==> src/rtl/stopwatch_core.sv <==
// BCD mm:ss stopwatch/timer core: counts up or down on a 1 Hz strobe, with run/pause,
// clear, per-field adjust and terminal-count flags. Minutes are kept as two BCD digits.
module stopwatch_core #(
  parameter int MAX_MIN     = 59,
  parameter bit UP_SATURATE = 1'b0
) (
  input  logic       clk,
  input  logic       rst_n,
  input  logic       sec_tick,
  input  logic       adj_tick,
  input  logic       pause_pulse,
  input  logic       clear_pulse,
  input  logic       adj,
  input  logic       sel,
  input  logic       down,
  output logic [3:0] min_ten,
  output logic [3:0] min_unit,
  output logic [2:0] sec_ten,
  output logic [3:0] sec_unit,
  output logic       running,
  output logic       done,
  output logic       wrap
);

  typedef enum logic [1:0] {ST_PAUSED, ST_RUN, ST_ADJ, ST_DONE} state_t;

  localparam logic [3:0] MAX_TEN  = 4'(MAX_MIN / 10);
  localparam logic [3:0] MAX_UNIT = 4'(MAX_MIN % 10);

  state_t     state_q, state_d;
  logic [3:0] min_ten_q, min_ten_d;
  logic [3:0] min_unit_q, min_unit_d;
  logic [2:0] sec_ten_q, sec_ten_d;
  logic [3:0] sec_unit_q, sec_unit_d;
  logic       wrap_q, wrap_d;

  logic min_at_max, sec_at_59, min_zero, sec_zero;

  assign min_at_max = (min_ten_q == MAX_TEN) && (min_unit_q == MAX_UNIT);
  assign sec_at_59  = (sec_ten_q == 3'd5) && (sec_unit_q == 4'd9);
  assign min_zero   = (min_ten_q == 4'd0) && (min_unit_q == 4'd0);
  assign sec_zero   = (sec_ten_q == 3'd0) && (sec_unit_q == 4'd0);

  always_comb begin
    // NOTE: every signal assigned here gets a default first, so no path can infer a latch.
    state_d    = state_q;
    min_ten_d  = min_ten_q;
    min_unit_d = min_unit_q;
    sec_ten_d  = sec_ten_q;
    sec_unit_d = sec_unit_q;
    wrap_d     = 1'b0;

    if (clear_pulse) begin
      min_ten_d  = 4'd0;
      min_unit_d = 4'd0;
      sec_ten_d  = 3'd0;
      sec_unit_d = 4'd0;
      state_d    = ST_PAUSED;
    end else begin
      case (state_q)
        ST_PAUSED: begin
          if (adj)              state_d = ST_ADJ;
          else if (pause_pulse) state_d = ST_RUN;
        end

        ST_RUN: begin
          if (adj) begin
            state_d = ST_ADJ;
          end else begin
            if (pause_pulse) state_d = ST_PAUSED;
            if (sec_tick && !down) begin
              if (min_at_max && sec_at_59) begin
                if (UP_SATURATE) begin
                  state_d = ST_DONE;
                end else begin
                  min_ten_d  = 4'd0;
                  min_unit_d = 4'd0;
                  sec_ten_d  = 3'd0;
                  sec_unit_d = 4'd0;
                  wrap_d     = 1'b1;
                end
              end else if (sec_unit_q != 4'd9) begin
                sec_unit_d = sec_unit_q + 4'd1;
              end else begin
                sec_unit_d = 4'd0;
                if (sec_ten_q != 3'd5) begin
                  sec_ten_d = sec_ten_q + 3'd1;
                end else begin
                  sec_ten_d = 3'd0;
                  if (min_unit_q != 4'd9) begin
                    min_unit_d = min_unit_q + 4'd1;
                  end else begin
                    min_unit_d = 4'd0;
                    min_ten_d  = min_ten_q + 4'd1;
                  end
                end
              end
            end else if (sec_tick && down) begin
              // Reaching or sitting at 00:00 ends the countdown; DONE beats a coincident pause.
              if (min_zero && (sec_ten_q == 3'd0) && (sec_unit_q <= 4'd1)) state_d = ST_DONE;
              if (!(min_zero && sec_zero)) begin
                if (sec_unit_q != 4'd0) begin
                  sec_unit_d = sec_unit_q - 4'd1;
                end else begin
                  sec_unit_d = 4'd9;
                  if (sec_ten_q != 3'd0) begin
                    sec_ten_d = sec_ten_q - 3'd1;
                  end else begin
                    sec_ten_d = 3'd5;
                    if (min_unit_q != 4'd0) begin
                      min_unit_d = min_unit_q - 4'd1;
                    end else begin
                      min_unit_d = 4'd9;
                      min_ten_d  = min_ten_q - 4'd1;
                    end
                  end
                end
              end
            end
          end
        end

        ST_ADJ: begin
          if (!adj) begin
            state_d = ST_PAUSED;
          end else if (adj_tick && sel) begin
            if (sec_at_59) begin
              sec_ten_d  = 3'd0;
              sec_unit_d = 4'd0;
            end else if (sec_unit_q != 4'd9) begin
              sec_unit_d = sec_unit_q + 4'd1;
            end else begin
              sec_unit_d = 4'd0;
              sec_ten_d  = sec_ten_q + 3'd1;
            end
          end else if (adj_tick) begin
            if (min_at_max) begin
              min_ten_d  = 4'd0;
              min_unit_d = 4'd0;
            end else if (min_unit_q != 4'd9) begin
              min_unit_d = min_unit_q + 4'd1;
            end else begin
              min_unit_d = 4'd0;
              min_ten_d  = min_ten_q + 4'd1;
            end
          end
        end

        ST_DONE: begin
          if (adj)              state_d = ST_ADJ;
          else if (pause_pulse) state_d = ST_PAUSED;
        end

        default: state_d = ST_PAUSED;
      endcase
    end
  end

  always_ff @(posedge clk or negedge rst_n) begin
    if (!rst_n) begin
      state_q    <= ST_PAUSED;
      min_ten_q  <= 4'd0;
      min_unit_q <= 4'd0;
      sec_ten_q  <= 3'd0;
      sec_unit_q <= 4'd0;
      wrap_q     <= 1'b0;
    end else begin
      // NOTE: non-blocking assignments so every flop samples the same pre-edge values.
      state_q    <= state_d;
      min_ten_q  <= min_ten_d;
      min_unit_q <= min_unit_d;
      sec_ten_q  <= sec_ten_d;
      sec_unit_q <= sec_unit_d;
      wrap_q     <= wrap_d;
    end
  end

  assign min_ten  = min_ten_q;
  assign min_unit = min_unit_q;
  assign sec_ten  = sec_ten_q;
  assign sec_unit = sec_unit_q;
  assign running  = (state_q == ST_RUN);
  assign done     = (state_q == ST_DONE);
  assign wrap     = wrap_q;

endmodule

==> config.mk <==
export PLATFORM = sky130hd
export DESIGN_NAME = stopwatch_core
export DESIGN_NICKNAME = d
export VERILOG_FILES = /design/src/rtl/stopwatch_core.sv
export SDC_FILE = /design/constraint.sdc
export NUM_CORES = 1
export LEC_CHECK = 0
export CELL_PAD_IN_SITES_DETAIL_PLACEMENT = 1
export CELL_PAD_IN_SITES_GLOBAL_PLACEMENT = 1
export CORE_ASPECT_RATIO = 0.7
export CORE_MARGIN = 3
export CORE_UTILIZATION = 37
export DETAILED_ROUTE_END_ITERATION = 16
export GPL_TIMING_DRIVEN = 0
export PLACE_DENSITY_LB_ADDON = 0.08
export SLEW_MARGIN = 5
export SYNTH_ARGS = -nofsm -noshare
export SYNTH_HDL_FRONTEND = slang
export SYNTH_SLANG_ARGS = --single-unit
==> constraint.sdc <==
create_clock -name clk -period 2.25 [get_ports clk]
set_input_delay 0.675 -clock clk [delete_from_list [all_inputs] [get_ports clk]]
set_output_delay 0.675 -clock clk [all_outputs]
set_load 0.05 [all_outputs]
# Yosys cells after proc, flatten, opt, wreduce, memory -nomap -nowiden
# Index checks and enable logic that the tools add are counted.
# word_totals
reg_bits	18
inputBits	9
output_inout_bits	18
word_cells	143
# op_classes
addsub	8
magnitude_cmp	1
n_eq_ne	25
muxes	77
reduce_logical	26
# ops
operator	n
$mux W4	43
$mux W3	14
$ne A4 B4 Y1 const B	8
$pmux W4 S2	3
$ne A3 B3 Y1 const B	7
$mux W2	10
$add A4 B1 Y4 const B	3
$logic_not A4 Y1	3
$reduce_and A12 Y1	1
$sub A4 B1 Y4 const B	3
$logic_and A1 B1 Y1	11
$reduce_and A11 Y1	1
$ne A5 B5 Y1 const B	2
$reduce_and A9 Y1	1
$eq A4 B4 Y1 const B	2
$pmux W2 S4	1
$reduce_bool A4 Y1	2
$pmux W3 S2	1
$reduce_and A6 Y1	1
$reduce_bool A3 Y1	2
$mux W1	5
$eq A2 B2 Y1 const B	2
$eq A4 B3 Y1 const B	1
$le A4 B1 Y1 const B	1
other kinds (9)	9

# Longest topological paths before layout
# depth
word_depth	10
mapped_depth	8
mapped_depth_nobuf	7

# Worst setup path before layout
# OpenSTA, ideal clock, no wires.
# synth_timing
kind	register to register
startpoint	reg sec_unit_q[1], in the netlist sec_unit[1]
endpoint	reg min_ten_q[1], in the netlist min_ten[1]
arrival_time_ns	2.312
slack_ns	-0.187
path_stages_with_launch	9
path_buffers	1
synth_period_minus_slack_ns	2.437
cell_sequence	dfrtp_1 -> inv_1 -> ha_1 -> or3b_1 -> buf_6 -> o311ai_4 -> o31ai_2 -> nor3_2 -> mux2_2
# synth_between
elab_chain_len	8
word_cells_on_any_way	18
# synth_rtl
element	line_no	text
start: declaration	34	logic [3:0] sec_unit_q, sec_unit_d;
start signal: assignment	173	sec_unit_q <= sec_unit_d;
$eq A4 B4 Y1	40	assign sec_at_59 = (sec_ten_q == 3'd5) && (sec_unit_q == 4'd9);
$logic_and A1 B1 Y1	40	
$logic_and A1 B1 Y1	72	if (min_at_max && sec_at_59) begin
$mux W4	72	
$mux W4	71	if (sec_tick && !down) begin
$mux W4	67	if (adj) begin
$pmux W4 S2	60	case (state_q)
$mux W4	53	if (clear_pulse) begin
end signal: assignment	170	min_ten_q <= min_ten_d;
end: declaration	31	logic [3:0] min_ten_q, min_ten_d;
# Several ways; a longest one is shown, not always the timed one. The select of a mux whose other input is x is not followed.
# A chain may end at the register's enable or synchronous reset.

# Worst setup path in the final report
# layout_timing
startpoint	in clear_pulse
endpoint	reg sec_unit_q[2], in the netlist sec_unit[2]
# layout_between
elab_chain_len	2
word_cells_on_any_way	8
# layout_rtl
element	line_no	text
start: declaration	12	input logic clear_pulse,
$ne A4 B4 Y1 (no line) (tied with other cells)	--	
$reduce_and A6 Y1 (no line)	--	
# Several ways; a longest one is shown, not always the timed one.

==> impl_metrics.tcl <==
set metrics [dict create \
    final-seq-area_um2 459 \
    synthTopCellsByCount "dfrtp_1, o21ai_0, ha_1" \
    grt_overflow_total 0 \
    clock_latency_ns 0.27 \
    dp_cells 302 \
    setup_violations 0 \
    slew_headroom_pct 35.0 \
    fillers 523 \
    rsz0062_at_grt "true" \
    hp-class "flop to flop" \
    yosys_warnings 0 \
    fin_ws_ns 0.00191 \
    antenna_found_initial 0 \
    ys_seq_area_share_pct 24.9 \
    status "finished, final reports clean" \
    skew_ns 0.00234 \
    met3_usage_pct 4.07 \
    arrival_ns 2.38 \
    top_usage_layer "met2" \
    regToRegEndpoint "min_ten[1]" \
    grt_max_degree 19 \
    diodes 0 \
    p_leak_nw 1.08 \
    drt_pass1_iterations 4 \
    synth-edff-count 0 \
    dieArea_mm2 0.00577 \
    rr_worst_depth 8 \
    clock-root-buffer "clkbuf_8" \
    netlist_instances 210 \
    die_x_um 89.5 \
    ant_nets 0 \
    r2r_start "min_unit[1]" \
    cp-endpoint "sec_unit[2]" \
    yosysTopAreaCellShare_pct 24.9 \
    min_period_over_period_pct 99.9 \
    ios 27 \
    critical_path_class "input pin to flop" \
    grt_pass1_wl_um 10600 \
    synth_area_leaders "dfrtp_1, ha_1, o21ai_0, mux2_2, nor3_1" \
    tritoncts "built" \
    drv_slew 0 \
    nNetsFinal 286 \
    routed_via_density 5.93 \
    place.gp.congestion 0.815 \
    syn_to_final_growth_pct 42.1 \
    globalRouteTotalUtil_pct 23.7 \
    dp.final_hpwl_um 4450 \
    drc_errors 0 \
    h-tree-depth 1 \
    initial_core_util_pct 39.9 \
    synthesis.area_mm2 0.00181 \
    design.core.area_mm2 0.00453 \
    powerDensity_mw_per_mm2 1000 \
    path_max_fanout 10 \
    min_period_ns 2.25 \
    ys.flop_type "dfrtp_1" \
    io_buffers 26 \
    crit_path_end_kind "flop" \
    hold_viol 0 \
    met1_usage_pct 35.1 \
    worstSetupStartpoint "clear_pulse" \
    synth_seq_cells 18 \
    vias 1940 \
    cts_max_path_buffers 2 \
    tightestPinTransition_ns 0.972 \
    clkSinkCount 18 \
    wl_um 6770 \
    multiInputGateArea_mm2 0.00143 \
    fp.dieH_um 64.4 \
    timing.fmax_mhz 445 \
    synthArstFlopShare_pct 100 \
    rows 20 \
    synth_most_common_cell "dfrtp_1" \
    drive_above_1_share_pct 33.3 \
    post_drt_wl_per_cell_um 20.7 \
    yosysTopAreaCell "dfrtp_1" \
    worstSetupStartpointType "input pin" \
    irDropWorstVdd_uv 576 \
    r2r_slack_ns 0.01 \
    clk_pin_slew_ns 0.08 \
    critical_path_required_ns 2.39 \
    cts_buffers 3 \
    syn-num-nets 234 \
    place_ws_ns -0.911 \
    global_route.usage.met2_pct 36.7 \
    synth_area_per_cell_um2 8.60 \
    ys_types 57 \
    fin_cells 327 \
    cap_violations 0 \
    drt_iter0_drc 140 \
    grt_pass1_vias 1963 \
]
## stage by stage
step | util, % | total power [W] | TNS, ns | hold slack [ns] | area, um^2
2_1_floorplan | - | 0.00158 | -0.144 | 0.379 | 1820
3_3_place_gp | 47.8 | 0.00197 | -8.45 | 0.537 | 2160
3_5_place_dp | 47.8 | 0.00203 | -9.64 | 0.539 | 2160
4_1_cts | 54.3 | 0.00248 | -0.192 | 0.561 | 2460
5_1_grt | 56.6 | 0.00276 | -0.792 | 0.586 | 2560
6_report | 56.6 | 0.00258 | 0 | 0.557 | 2560
## kinds of logic (layout without fill, tap and decap cells)
kind of cell	Yosys count	count (layout)	share of synthesized area (%)
buffers and inverters	22	73	5.20
adders and majority gates	15	15	10.4
and+or+nand+nor	75	75	24.5
AOI/OAI and AO/OA	70	70	29.2
DFF	18	18	24.9
xor gates and xnor gates	3	3	1.46
muxes	7	7	4.37
## placed cells by master, fill, tap and decap left out, drive strengths merged, types with 9 or more instances in the layout
master / instances
dlygate4sd2: 9
nor2: 10
ha: 15
nor3: 13
dfrtp: 18
clkdlybuf4s50: 13
inv: 11
a21oi: 9
clkbuf: 9
o21ai: 16
buf: 28
nand2: 11
## area by class of cell
class / count / area share, %
sequential: 18 / 17.9
inverter: 11 / 1.61
multi-input combinational: 170 / 55.9
buffer: 9 / 1.80
timing repair buffer: 49 / 17.4
clock buffer: 4 / 2.15
tap: 66 / 3.22
## sequential cells by signal, summed over array words and instances, names as in the netlist
name      flops
sec_unit      4
min_ten       4
min_unit      4
sec_ten       3
wrap          1
state_q       2
## worst max-delay path: stages
cell and delay [ns]:
clkdlybuf4s50_1 0.50, buf_2 0.28, buf_1 0.51, a211oi_1 0.10, o21ai_0 0.21, o41ai_1 0.10
## worst min path at each step
stage | startpoint | to | slack, ns | depth (start not counted)
final | sec_ten[1] | sec_ten[1] | 0.56 | 1
after global routing | sec_ten[1] | sec_ten[1] | 0.59 | 1
after CTS | sec_ten[1] | sec_ten[1] | 0.56 | 1
after detailed placement | sec_ten[1] | sec_ten[1] | 0.54 | 1
after global placement | sec_ten[1] | sec_ten[1] | 0.54 | 1
after floorplan | rst_n | min_ten[0] | 0.38 | 0
## power breakdown
| group | internal (W) | switching (W) | total, W | leakage (nW) |
|---|---|---|---|---|
| Sequential | 0.000420 | 0.000154 | 0.000574 | 0.226 |
| Clock | 0.000156 | 0.000140 | 0.000297 | 0.0288 |
| Combinational | 0.000713 | 0.000994 | 0.00171 | 0.825 |
| Total | 0.00129 | 0.00129 | 0.00258 | 1.08 |
## metal layers
layer	vias up	wire length, um	part of all wire, %
li1	907	-	-
met1	980	3280	48
met2	51	3120	46
met3	2	353	5.2
met4	0	14	0.21
met5	-	0	0
## what timing repair did
item / in CTS / in global routing
gates resized for setup: 39 / 22
hold buffers: 0 / 0
buffers inserted: 15 / 8
pin swaps: 5 / 4
setup endpoints to repair: 24 / 17
Note: power is estimated with default switching activity, not from simulation.
